--- src/rtl/sne_evt_stream_pkg.sv ---
// Shared event-stream types and constants for the SNE time/spike stream,
// plus the refresh scheduler state and origin encodings.
package sne_evt_stream_pkg;

  localparam int unsigned EVENT_WIDTH = 32;
  localparam int unsigned OP_WIDTH    = 4;
  localparam int unsigned TS_WIDTH    = EVENT_WIDTH - OP_WIDTH;

  // Operation codes carried in the top bits of every event.
  localparam logic [OP_WIDTH-1:0] EVT_SPIKE  = 4'h0;
  localparam logic [OP_WIDTH-1:0] EVT_TIME   = 4'h1;
  localparam logic [OP_WIDTH-1:0] EVT_UPDATE = 4'h2;

  typedef struct packed {
    logic [TS_WIDTH-1:0] value;
  } timestamp_t;

  // For spikes the timestamp field carries the spike payload unchanged.
  typedef struct packed {
    logic [OP_WIDTH-1:0] operation;
    timestamp_t          timestamp;
  } spike_t;

  typedef enum logic [1:0] {
    SCHED_IDLE    = 2'd0,
    SCHED_INSERT  = 2'd1,
    SCHED_FORWARD = 2'd2
  } evt_refresh_sched_state_t;

  typedef enum logic {
    ORIGIN_AUTO = 1'b0,
    ORIGIN_SW   = 1'b1
  } refresh_origin_t;

  // Neuron refresh event: UPDATE opcode with an all-zero body.
  localparam spike_t UPDATE_EVT = spike_t'({EVT_UPDATE, {TS_WIDTH{1'b0}}});

  function automatic logic is_time_evt(input spike_t e);
    return e.operation == EVT_TIME;
  endfunction

endpackage

--- src/rtl/sne_event_stream_if.sv ---
// Event stream bundle. Handshake: a beat transfers on a rising clock edge
// where valid and ready are both high; once valid is raised the producer
// holds evt stable until that edge, and valid never depends on ready.
interface SNE_EVENT_STREAM;
  import sne_evt_stream_pkg::*;

  logic   valid;
  logic   ready;
  spike_t evt;

  modport src (output valid, output evt, input ready);
  modport dst (input valid, input evt, output ready);
endinterface

--- src/rtl/evt_refresh_scheduler.sv ---
// Inserts UPDATE (neuron refresh) events into the SNE time/spike stream,
// either ahead of a TIME event a full period past the last refresh, or on a
// software request. Otherwise the stream passes through with zero latency.
module evt_refresh_scheduler
  import sne_evt_stream_pkg::*;
#(
  parameter int unsigned TIME_W = 28,
  parameter int unsigned CNT_W  = 16
) (
  input  logic                     clk_i,
  input  logic                     rst_ni,
  input  logic                     enable_i,
  input  logic [TIME_W-1:0]        period_i,
  input  logic                     sw_refresh_req_i,
  output logic                     sw_refresh_ack_o,
  output logic [CNT_W-1:0]         refresh_count_o,
  output evt_refresh_sched_state_t state_o,
  SNE_EVENT_STREAM.dst             evt_stream_dst,
  SNE_EVENT_STREAM.src             evt_stream_src
);

  evt_refresh_sched_state_t state_q, state_d;
  refresh_origin_t          origin_q, origin_d;
  logic [TIME_W-1:0]        last_refresh_q, last_refresh_d;
  logic [TIME_W-1:0]        cur_time_q, cur_time_d;
  logic                     sw_pend_q, sw_pend_d;
  logic                     out_stall_q, out_stall_d;
  logic [CNT_W-1:0]         count_q, count_d;
  logic                     ack_q, ack_d;

  logic                     is_time;
  logic [TIME_W-1:0]        t;
  logic [TIME_W-1:0]        delta;
  logic                     auto_due;
  logic                     sw_go;
  logic                     sw_clear;
  logic                     src_valid;
  spike_t                   src_evt;
  logic                     dst_ready;

  assign is_time = evt_stream_dst.valid & is_time_evt(evt_stream_dst.evt);
  assign t       = evt_stream_dst.evt.timestamp.value;
  // Modular subtraction: a timestamp that wrapped past zero still yields
  // the true forward distance from the last refresh.
  assign delta   = t - last_refresh_q;
  // A stalled output beat must stay put, so no new decision is taken while
  // the previous cycle ended with valid high and ready low.
  assign auto_due = enable_i & is_time & (period_i != '0) & (delta >= period_i)
                    & ~out_stall_q;
  assign sw_go    = sw_pend_q & enable_i & ~out_stall_q;

  // Next-state, stream muxing and bookkeeping for the insertion FSM.
  always_comb begin
    state_d        = state_q;
    origin_d       = origin_q;
    last_refresh_d = last_refresh_q;
    cur_time_d     = cur_time_q;
    count_d        = count_q;
    ack_d          = 1'b0;
    sw_clear       = 1'b0;
    src_valid      = evt_stream_dst.valid;
    src_evt        = evt_stream_dst.evt;
    dst_ready      = evt_stream_src.ready;

    case (state_q)
      SCHED_IDLE: begin
        if (auto_due) begin
          src_valid = 1'b0;
          dst_ready = 1'b0;
          origin_d  = ORIGIN_AUTO;
          state_d   = SCHED_INSERT;
        end else if (sw_go) begin
          src_valid = 1'b0;
          dst_ready = 1'b0;
          origin_d  = ORIGIN_SW;
          state_d   = SCHED_INSERT;
        end else if (is_time && evt_stream_src.ready) begin
          cur_time_d = t;
        end
      end
      SCHED_INSERT: begin
        src_valid = 1'b1;
        src_evt   = UPDATE_EVT;
        dst_ready = 1'b0;
        if (evt_stream_src.ready) begin
          count_d = count_q + 1'b1;
          // Any insertion satisfies a pending software request.
          if (sw_pend_q) begin
            ack_d    = 1'b1;
            sw_clear = 1'b1;
          end
          if (origin_q == ORIGIN_AUTO) begin
            last_refresh_d = t;
            state_d        = SCHED_FORWARD;
          end else begin
            last_refresh_d = cur_time_q;
            state_d        = SCHED_IDLE;
          end
        end
      end
      SCHED_FORWARD: begin
        // The held TIME event goes out as-is; no second due check on it.
        if (evt_stream_dst.valid && evt_stream_src.ready) begin
          if (is_time) cur_time_d = t;
          state_d = SCHED_IDLE;
        end
      end
      default: begin
        src_valid = 1'b0;
        dst_ready = 1'b0;
        state_d   = SCHED_IDLE;
      end
    endcase

    // A new request in the clearing cycle keeps the pending flag set.
    sw_pend_d   = (sw_pend_q & ~sw_clear) | sw_refresh_req_i;
    out_stall_d = src_valid & ~evt_stream_src.ready;
  end

  // State and bookkeeping registers.
  always_ff @(posedge clk_i or negedge rst_ni) begin
    if (!rst_ni) begin
      state_q        <= SCHED_IDLE;
      origin_q       <= ORIGIN_AUTO;
      last_refresh_q <= '0;
      cur_time_q     <= '0;
      sw_pend_q      <= 1'b0;
      out_stall_q    <= 1'b0;
      count_q        <= '0;
      ack_q          <= 1'b0;
    end else begin
      state_q        <= state_d;
      origin_q       <= origin_d;
      last_refresh_q <= last_refresh_d;
      cur_time_q     <= cur_time_d;
      sw_pend_q      <= sw_pend_d;
      out_stall_q    <= out_stall_d;
      count_q        <= count_d;
      ack_q          <= ack_d;
    end
  end

  assign evt_stream_src.valid = src_valid;
  assign evt_stream_src.evt   = src_evt;
  assign evt_stream_dst.ready = dst_ready;
  assign sw_refresh_ack_o     = ack_q;
  assign refresh_count_o      = count_q;
  assign state_o              = state_q;

endmodule

--- src/flat_wrapper.sv ---
// flat-port wrapper written by rule: the top's interface ports become plain ports
module evt_refresh_scheduler_flat import sne_evt_stream_pkg::*;
#(
  parameter int unsigned TIME_W = 28,
  parameter int unsigned CNT_W  = 16
)
  (clk_i, rst_ni, enable_i, period_i, sw_refresh_req_i, sw_refresh_ack_o, refresh_count_o, state_o, evt_stream_dst_valid, evt_stream_dst_evt, evt_stream_dst_ready, evt_stream_src_valid, evt_stream_src_evt, evt_stream_src_ready);
  SNE_EVENT_STREAM evt_stream_dst_i ();
  SNE_EVENT_STREAM evt_stream_src_i ();
  input  logic clk_i;
  input  logic rst_ni;
  input  logic enable_i;
  input  logic [TIME_W-1:0] period_i;
  input  logic sw_refresh_req_i;
  output logic sw_refresh_ack_o;
  output logic [CNT_W-1:0] refresh_count_o;
  output evt_refresh_sched_state_t state_o;
  input wire logic [$bits(evt_stream_dst_i.valid)-1:0] evt_stream_dst_valid;
  input wire logic [$bits(evt_stream_dst_i.evt)-1:0] evt_stream_dst_evt;
  output wire logic [$bits(evt_stream_dst_i.ready)-1:0] evt_stream_dst_ready;
  output wire logic [$bits(evt_stream_src_i.valid)-1:0] evt_stream_src_valid;
  output wire logic [$bits(evt_stream_src_i.evt)-1:0] evt_stream_src_evt;
  input wire logic [$bits(evt_stream_src_i.ready)-1:0] evt_stream_src_ready;
  assign evt_stream_dst_i.valid = evt_stream_dst_valid;
  assign evt_stream_dst_i.evt = evt_stream_dst_evt;
  assign evt_stream_dst_ready = evt_stream_dst_i.ready;
  assign evt_stream_src_valid = evt_stream_src_i.valid;
  assign evt_stream_src_evt = evt_stream_src_i.evt;
  assign evt_stream_src_i.ready = evt_stream_src_ready;
  evt_refresh_scheduler #(.TIME_W(TIME_W), .CNT_W(CNT_W)) u_core (.clk_i(clk_i), .rst_ni(rst_ni), .enable_i(enable_i), .period_i(period_i), .sw_refresh_req_i(sw_refresh_req_i), .sw_refresh_ack_o(sw_refresh_ack_o), .refresh_count_o(refresh_count_o), .state_o(state_o), .evt_stream_dst(evt_stream_dst_i), .evt_stream_src(evt_stream_src_i));
endmodule
--- config.mk ---
export PLATFORM = sky130hd
export DESIGN_NAME = evt_refresh_scheduler_flat
export DESIGN_NICKNAME = d
export VERILOG_FILES = /design/src/rtl/sne_evt_stream_pkg.sv /design/src/rtl/sne_event_stream_if.sv /design/src/rtl/evt_refresh_scheduler.sv /design/src/flat_wrapper.sv
export SDC_FILE = /design/constraint.sdc
export NUM_CORES = 1
export LEC_CHECK = 0
export CORE_AREA = 4 4 112 114
export CTS_BUF_LIST = sky130_fd_sc_hd__clkbuf_4 sky130_fd_sc_hd__clkbuf_8 sky130_fd_sc_hd__clkbuf_16
export CTS_CLUSTER_SIZE = 24
export DETAILED_ROUTE_END_ITERATION = 16
export DIE_AREA = 0 0 116 118
export PLACE_DENSITY_LB_ADDON = 0.08
export RECOVER_POWER = 100
export SYNTH_ARGS = -nofsm -noshare
export SYNTH_HDL_FRONTEND = slang
export SYNTH_SLANG_ARGS = --single-unit
--- constraint.sdc ---
create_clock -name clk_i -period 10.2 [get_ports clk_i]
set_input_delay 3.06 -clock clk_i [delete_from_list [all_inputs] [get_ports clk_i]]
set_output_delay 3.06 -clock clk_i [all_outputs]
set_load 0.005 [all_outputs]
==> After elaboration in Yosys (flattened, before gate mapping) <==
Cells that the tools add are included.
{ "word_totals": {"reg_bits": 78, "in_bits": 66, "mem_bits_ro": 0, "ram_bits": 0, "output_inout_bits": 53, "mem_count": 0, "latchBits": 0, "wordCells": 69} }
{ "op_classes": {"n_eq_ne": 10, "bitwise": 13, "order_cmp": 1, "div_mod_pow": 0, "n_mux": 25, "addsub": 2, "n_mul": 0, "n_shift": 0, "reduce_logical": 10} }
{ "ops": {"columns": ["op", "count"], "rows": [
  ["$mux 28", 6],
  ["$pmux 28 s2", 1],
  ["$mux 32", 1],
  ["$ge 28x28->1", 1],
  ["$reduce_bool 28->1", 1],
  ["$sub 28x28->28", 1],
  ["$add 16x1->16 const B", 1],
  ["$mux 2", 5],
  ["$and 1x1->1", 9],
  ["$mux 1", 9],
  ["$ne 2x1->1 const B", 3],
  ["$ne 2x2->1 const B", 3],
  ["$pmux 2 s3", 1],
  ["$reduce_and 6->1", 1],
  ["$eq 4x1->1 const B", 1],
  ["$reduce_and 2->1", 2],
  ["$reduce_bool 2->1", 2],
  ["$ne 3x1->1 const B", 1],
  ["$not 1->1", 3],
  ["$pmux 1 s3", 1],
  ["$reduce_and 3->1", 1],
  ["$eq 2x1->1 const B", 1],
  ["$eq 2x2->1 const B", 1],
  ["$logic_and 1x1->1", 2],
  ["3 further kinds", 3]
]} }

==> Depth between registers and ports, before layout <==
Gate-level depths: netlist of the first run.
{ "depth": {"ltp_word": 9, "depth_mapped": 22, "mapped_depth_nobuf": 21} }

==> Least setup slack after synthesis of the first run <==
No wires, ideal clock.
{ "synth_path": {"path_kind": "input to output", "start": "input evt_stream_dst_evt[0]", "end": "output evt_stream_src_valid", "path_stages": 21, "n_path_buf": 0, "arrival_ns": 6.302, "required_time_ns": 7.140, "slack_ns": 0.838, "path_cell_list": "inv_1 -> ha_1 -> inv_1 -> fa_1 -> a211oi_1 -> o21ai_0 -> and2_1 -> a21o_1 -> a21oi_1 -> o21bai_1 -> a21oi_1 -> xnor2_1 -> ha_1 -> a21oi_1 -> nor2b_1 -> o21ai_1 -> nand2b_1 -> a221oi_1 -> a31o_2 -> a211oi_1 -> a211oi_1"} }
{ "synth_via": {"elab_chain_cells": 6} }
{ "synth_lines": {"columns": ["element", "line_no", "source"], "rows": [
  ["start: declaration", "flat_wrapper.sv:19", "input wire logic [$bits(evt_stream_dst_i.evt)-1:0] evt_stream_dst_evt;"],
  ["$sub 28x28->28", "evt_refresh_scheduler.sv:45", "assign delta = t - last_refresh_q;"],
  ["$ge 28x28->1", "evt_refresh_scheduler.sv:48", "assign auto_due = enable_i & is_time & (period_i != '0) & (delta >= period_i)"],
  ["$and 1x1->1", "evt_refresh_scheduler.sv:48", null],
  ["$and 1x1->1", "evt_refresh_scheduler.sv:49", "& ~out_stall_q;"],
  ["$mux 1", "evt_refresh_scheduler.sv:67", "if (auto_due) begin"],
  ["$pmux 1 s3", "evt_refresh_scheduler.sv:65", "case (state_q)"],
  ["end: declaration", "flat_wrapper.sv:21", "output wire logic [$bits(evt_stream_src_i.valid)-1:0] evt_stream_src_valid;"]
]} }
No other way between the ends.

==> Worst setup path in the final report of the first run <==
{ "layout_path": {"start": "input evt_stream_dst_evt[15]", "end": "output evt_stream_dst_ready"} }
{ "layout_via": {"elab_chain_cells": 6} }
{ "layout_lines": {"columns": ["element", "line_no", "source"], "rows": [
  ["$sub 28x28->28", "evt_refresh_scheduler.sv:45", null],
  ["$ge 28x28->1", "evt_refresh_scheduler.sv:48", null],
  ["$and 1x1->1", "evt_refresh_scheduler.sv:48", null],
  ["$and 1x1->1", "evt_refresh_scheduler.sv:49", null],
  ["$mux 1", "evt_refresh_scheduler.sv:67", null],
  ["$pmux 1 s2", "evt_refresh_scheduler.sv:65", null],
  ["end: declaration", "flat_wrapper.sv:20", "output wire logic [$bits(evt_stream_dst_i.ready)-1:0] evt_stream_dst_ready;"]
]} }
No other way between the ends.

==> results_dict.tcl, run 1 <==
set metrics [dict create \
    maxSlewHeadroom -1.88 \
    critPathMaxFanout 4 \
    clock.fmax_mhz 99.9 \
    path_clk_slew_ns 0.06 \
    syn_nets 758 \
    cts_sinks 78 \
    cts_max_path_buffers 2 \
    violations "max-capacitance violations, max-slew violations" \
    wire_per_inst_um 16.7 \
    syn-cell-area_um2 5890 \
    p_sw_mw 0.883 \
    cts_hold_buf 0 \
    fin_util 0.722 \
    skew_ns 0.00817 \
    async_flop_share 1.00 \
    synth-seq-cells 78 \
    numCtsBuffers 9 \
    cts.htree.levels 3 \
    setup_tns_ns 0 \
    cts_tree "yes" \
    die_x_um 116 \
    synth_edf_count 0 \
    firstDrtPassIters 4 \
    drt_wl_total_um 16200 \
    ios 119 \
    grt_first_pass_wirelength_um 26500 \
    r2r_setup_slack_ns 3.97 \
    worst_slew_pin_slew_ns 4.32 \
    via_count 5205 \
    seq_area_um2 1950 \
    die-area_um2 13700 \
    antenna_found_initial 0 \
    hold_viol 0 \
    powerDensity_nw_per_um2 266 \
    layout_commonest_cell "buf_4" \
    ant_nets 0 \
    track_usage 0.239 \
    route.detailed.drc 0 \
    synth_flop_cell "dfrtp_1" \
    die_h_um 118 \
    drt_iter0_markers 213 \
    drive_gt1_frac 0.203 \
    ir_drop_mv 0.134 \
    min_period_ns 10.01 \
    p_total_mw 2.19 \
    hold_slack_ns 0.473 \
    nFillCells 880 \
    core-area_um2 11400 \
    syn_avg_cell_area_um2 9.28 \
    ys.warnings.count 0 \
    period_share 0.981 \
    status "finished, violations left" \
    reg2reg_depth 20 \
    r2r_start "u_core.last_refresh_q[1]$_DFFE_PN0P_" \
    n_antenna_cell 0 \
    multi_input_area_um2 3850 \
    nets 944 \
    overflow 0 \
    syn_to_final_growth_pct 39.9 \
    combinationalPowerShare 0.639 \
    layout_common_cells "buf_4 (79), dfrtp_1 (78), clkdlybuf4s50_1 (61)" \
    dpl.hpwl_um 12100 \
    seq_power_share 0.221 \
    synth-seq-area-share 0.331 \
    internal-power_mw 1.31 \
    grt_pass1_vias 5370 \
    grt_start_max_net_pins 79 \
    cts-root-buf "clkbuf_16" \
    arrival_ns 6.95 \
    hp-start "u_core.refresh_count_o[15]$_DFFE_PN0P_" \
    startpoint_type "input port" \
    cp-end-kind "output pin" \
    maxCapViolations 2 \
    gp_congestion 0.883 \
    crit-reg2reg-capture "u_core.cur_time_q[17]$_DFFE_PN0P_" \
    setup-violations-final 0 \
    rows 39 \
    hold_end "u_core.refresh_count_o[15]$_DFFE_PN0P_" \
    crit_type "in -> out" \
    worstPathRequired_ns 7.14 \
    vias_per_cell 5.37 \
    min_path_type "reg -> reg" \
    start_util 0.516 \
    drv_slew 95 \
    swShare 0.403 \
    clock_latency_ns 0.34 \
    synthDistinctLibCells 49 \
    synthCells 635 \
    p_clk_frac 0.140 \
    portBuffers 118 \
    power.static_leakage_nw 4.08 \
    hold_depth 1 \
]
sequential cells by signal, summed over array words and instances, names as in the netlist:
name / flops
u_core.last_refresh_q: 28
u_core.origin_q: 1
u_core.out_stall_q: 1
u_core.state_o: 2
u_core.sw_pend_q: 1
u_core.cur_time_q: 28
u_core.refresh_count_o: 16
u_core.sw_refresh_ack_o: 1
Yosys cell counts, types with 6 or more instances:
master | instances | area [µm²]
ha_1 | 56 | 701
nand2b_1 | 9 | 56.3
mux2_2 | 8 | 90.1
dfrtp_1 | 78 | 1950
a21o_1 | 29 | 218
mux2i_1 | 28 | 280
nor4_1 | 8 | 50.1
mux2_4 | 20 | 300
xor2_1 | 14 | 123
and2_1 | 32 | 200
o21bai_1 | 6 | 45.0
nand4_1 | 15 | 93.8
a21oi_1 | 34 | 170
inv_1 | 59 | 221
xnor2_1 | 28 | 245
nor3_1 | 6 | 30.0
o21ai_0 | 41 | 205
nand2_1 | 56 | 210
nor2b_1 | 6 | 37.5
clkbuf_1 | 21 | 78.8
nor2_1 | 23 | 86.3
nand3_1 | 7 | 35.0
worst max-delay path by stage:
stage,from,cells past startpoint,endpoint,slack [ns]
floorplan,evt_stream_dst_evt[0],21,evt_stream_src_valid,0.84
global placement,evt_stream_dst_evt[0],23,evt_stream_src_valid,-0.46
detailed placement,evt_stream_dst_evt[0],20,evt_stream_src_valid,-0.54
CTS,evt_stream_dst_evt[0],24,evt_stream_dst_ready,0.01
global route,evt_stream_dst_evt[11],18,evt_stream_src_valid,-0.09
finish,evt_stream_dst_evt[15],19,evt_stream_dst_ready,0.19
what timing repair did:
| action | CTS | global route |
|---|---|---|
| buffers inserted | 1 | 4 |
| endpoints found under the hold margin | 0 | 0 |
| gates resized for setup | 20 | 44 |
| setup endpoints to repair | 2 | 2 |
| pin swaps | 12 | 32 |
worst max-delay path, stage by stage:
cell and delay, ns:
clkdlybuf4s50_1 0.44, ha_2 0.21, a21o_1 0.16, a21o_1 0.17, a21o_1 0.20, nor2_1 0.14, o21ai_2 0.10, a221o_1 0.36
o41ai_2 0.33, xnor2_1 0.12, ha_1 0.32, nand4_1 0.13, nor3_2 0.24, o211ai_1 0.13, a31o_2 0.23, buf_4 0.15
a21oi_2 0.13, nor2_1 0.06, dlygate4sd2_1 0.27
through the flow:
| step | area [µm²] | instances | setup WS [ns] |
|---|---|---|---|
| after floorplan | 5890 | 635 | 0.838 |
| after global placement | 7690 | 948 | -0.459 |
| after detailed placement | 7690 | 948 | -0.544 |
| after CTS | 8060 | 965 | 0.0139 |
| after global routing | 8250 | 969 | -0.0896 |
| final | 8250 | 969 | 0.192 |
logic make-up (layout without fill, tap and decap cells):
logic type	count (synthesis)	after routing	synth area share
adders and majority gates	57	57	0.122
AOI/OAI and AO/OA	144	144	0.159
DFF	78	78	0.331
buffers and inverters	82	273	0.0578
xor gates and xnor gates	42	42	0.0624
muxes	56	56	0.114
and+or+nand+nor	176	176	0.154
final cells by class:
cell class / count / area share
clock buffers: 10 / 0.0282
clock inverters: 6 / 0.00561
inverters: 59 / 0.0269
multi-input cells: 475 / 0.466
flip-flops and latches: 78 / 0.237
well taps: 143 / 0.0217
repair buffers: 198 / 0.214
power groups by stage:
stage | Sequential, mW | Combinational [mW] | Clock [mW]
floorplan | 0.463 | 0.805 | 0
finish | 0.484 | 1.40 | 0.307
CTS | 0.484 | 1.33 | 0.315
detailed placement | 0.488 | 1.30 | 0
global placement | 0.481 | 1.28 | 0
global route | 0.498 | 1.57 | 0.328
per-layer routing:
layer / vias to the layer above / GRT usage / share of wire
met5: - / 0 / 0
met4: 0 / 0.0660 / 0.012
met3: 16 / 0.0463 / 0.039
met2: 114 / 0.402 / 0.50
met1: 2476 / 0.311 / 0.45
li1: 2599 / - / -
(Power assumes the default switching activity.)
==> inputs of run 2 (changes only) <==
--- a/config.mk
+++ b/config.mk
@@ -5,12 +5,12 @@
 export SDC_FILE = /design/constraint.sdc
 export NUM_CORES = 1
 export LEC_CHECK = 0
-export CORE_AREA = 4 4 112 114
+export CORE_AREA = 4 4 120 122
 export CTS_BUF_LIST = sky130_fd_sc_hd__clkbuf_4 sky130_fd_sc_hd__clkbuf_8 sky130_fd_sc_hd__clkbuf_16
 export CTS_CLUSTER_SIZE = 24
 export DETAILED_ROUTE_END_ITERATION = 16
-export DIE_AREA = 0 0 116 118
-export PLACE_DENSITY_LB_ADDON = 0.08
+export DIE_AREA = 0 0 124 126
+export PLACE_DENSITY = 0.7
 export RECOVER_POWER = 100
 export SYNTH_ARGS = -nofsm -noshare
 export SYNTH_HDL_FRONTEND = slang
==> run 2 against run 1 <==
Net effect:
- the run still ends with max-capacitance violations, max-slew violations left
- register-to-register slack better by 1.2 ns
- sequential share of layout area is 0.13 points higher
- wire length grew 4.0%
- highest routed layer unchanged
- largest cell class unchanged
==> results_dict.tcl, run 2 (synthesis gave the netlist of run 1 again) <==
set metrics [dict create \
    powerDensity_nw_per_um2 269 \
    overflow 0 \
    vias_per_cell 5.13 \
    clock_latency_ns 0.35 \
    status "finished, violations left" \
    p_total_mw 2.21 \
    drt_wl_total_um 16800 \
    worstPathRequired_ns 7.14 \
    nets 941 \
    r2r_start "u_core.last_refresh_q[7]$_DFFE_PN0P_" \
    via_count 5127 \
    violations "max-capacitance violations, max-slew violations" \
    cts_tree "yes" \
    n_antenna_cell 0 \
    syn_to_final_growth_pct 39.1 \
    path_clk_slew_ns 0.07 \
    cts_max_path_buffers 2 \
    numCtsBuffers 9 \
    r2r_setup_slack_ns 5.21 \
    route.detailed.drc 0 \
    reg2reg_depth 18 \
    gp_congestion 0.975 \
    wire_per_inst_um 16.8 \
    grt_pass1_vias 5423 \
    nFillCells 1166 \
    ios 119 \
    period_share 0.979 \
    cts_sinks 78 \
    drt_iter0_markers 208 \
    firstDrtPassIters 4 \
    seq_area_um2 1950 \
    grt_start_max_net_pins 79 \
    rows 42 \
    cts.htree.levels 3 \
    start_util 0.447 \
    ant_nets 0 \
    critPathMaxFanout 2 \
    min_period_ns 9.99 \
    arrival_ns 6.93 \
    die-area_um2 15600 \
    track_usage 0.220 \
    antenna_found_initial 0 \
    grt_first_pass_wirelength_um 27500 \
    cts_hold_buf 0 \
    worst_slew_pin_slew_ns 4.27 \
    maxCapViolations 1 \
    setup-violations-final 0 \
    finalInstanceArea_um2 8200 \
    layout_commonest_cell "clkdlybuf4s50_1" \
    portBuffers 118 \
    startpoint_type "input port" \
    setup.worst_path.start "evt_stream_dst_evt[7]" \
    hold_viol 0 \
    placed_area_um2 7680 \
    dpl.hpwl_um 12700 \
    clock.fmax_mhz 100 \
    cts-root-buf "clkbuf_16" \
    maxSlewHeadroom -1.85 \
    cp-end-kind "output pin" \
    multi_input_area_um2 3760 \
    core-area_um2 13200 \
    power.static_leakage_nw 4.01 \
    layout_common_cells "clkdlybuf4s50_1 (94), dfrtp_1 (78), buf_4 (75)" \
    skew_ns 0.00703 \
    die_x_um 124 \
    min_path_type "reg -> reg" \
    drv_slew 79 \
    crit_type "in -> out" \
    crit-reg2reg-capture "u_core.cur_time_q[18]$_DFFE_PN0P_" \
    ir_drop_mv 0.141 \
    cp-endpoint "evt_stream_src_valid" \
    die_h_um 126 \
    drive_gt1_frac 0.190 \
]
run 2: cell count changes in the layout (fill, tap and decap cells not counted), moves of 3 or more:
cell	previous run	this run
clkdlybuf4s25_1	4	0
buf_4	79	75
dlymetal6s2s_1	4	0
ha_1	46	55
clkdlybuf4s50_1	61	94
ha_2	4	1
ha_4	6	0
dlygate4sd3_1	44	20
run 2: how the worst min path moves through the flow:
stage	from	endpoint	slack, ns	cells after the start
global route	u_core.refresh_count_o[10]$_DFFE_PN0P_	u_core.refresh_count_o[10]$_DFFE_PN0P_	0.51	1
CTS	u_core.refresh_count_o[15]$_DFFE_PN0P_	u_core.refresh_count_o[15]$_DFFE_PN0P_	0.48	1
global placement	u_core.last_refresh_q[3]$_DFFE_PN0P_	u_core.last_refresh_q[3]$_DFFE_PN0P_	0.46	2
detailed placement	u_core.last_refresh_q[8]$_DFFE_PN0P_	u_core.last_refresh_q[8]$_DFFE_PN0P_	0.47	2
finish	u_core.refresh_count_o[15]$_DFFE_PN0P_	u_core.refresh_count_o[15]$_DFFE_PN0P_	0.47	1
floorplan	u_core.last_refresh_q[10]$_DFFE_PN0P_	u_core.last_refresh_q[10]$_DFFE_PN0P_	0.45	2
run 2: timing repair:
item	CTS	global route
hold endpoints to repair	0	0
setup buffers	9	1
pin swaps	23	22
setup endpoints to repair	2	2
resized for setup	32	12
run 2: where the power goes:
part	total, mW	internal (mW)	leakage [nW]	switching, mW
Combinational	1.39	0.724	2.83	0.665
Sequential	0.482	0.411	1.03	0.0714
Clock	0.338	0.193	0.148	0.145
Total	2.21	1.33	4.01	0.881
run 2: worst max-delay path: stages:
cell and delay [ns]:
clkdlybuf4s50_1 0.50, ha_1 0.25, a2111oi_0 0.54, o21ai_2 0.18
and2_1 0.19, a21o_1 0.19, a21oi_2 0.15, buf_4 0.12
xnor2_1 0.07, ha_1 0.30, nand4_1 0.14, o41ai_2 0.38
o211ai_1 0.12, a31o_2 0.24, a211oi_2 0.26, a211oi_1 0.07
buf_2 0.15
run 2: per-layer routing:
metal / up-vias / track usage / part of all wire / routed length [µm]
met5: - / 0 / 0 / 0
met4: 0 / 0.0483 / 0.017 / 291
met3: 15 / 0.0507 / 0.041 / 694
met2: 101 / 0.366 / 0.48 / 8100
met1: 2420 / 0.291 / 0.46 / 7710
li1: 2591 / - / - / -
run 2: area by class of cell:
class,count,area share
Tap cell,176,0.0269
Clock inverter,7,0.00977
Inverter,59,0.0270
Sequential cell,78,0.238
Clock buffer,9,0.0275
Timing Repair Buffer,195,0.212
Multi-Input combinational cell,475,0.458
run 2: metrics by stage:
step                      instances  worst slack (ns)  TNS [ns]  hold WS, ns  utilization
final                           999             0.210         0        0.475        0.622
after global routing            999           -0.0790    -0.146        0.506        0.622
after CTS                       998            0.0542         0        0.481        0.617
after detailed placement        973            -0.520    -0.948        0.471        0.582
after global placement          973            -0.365    -0.690        0.463        0.582
after floorplan                 635             0.838         0        0.450            -
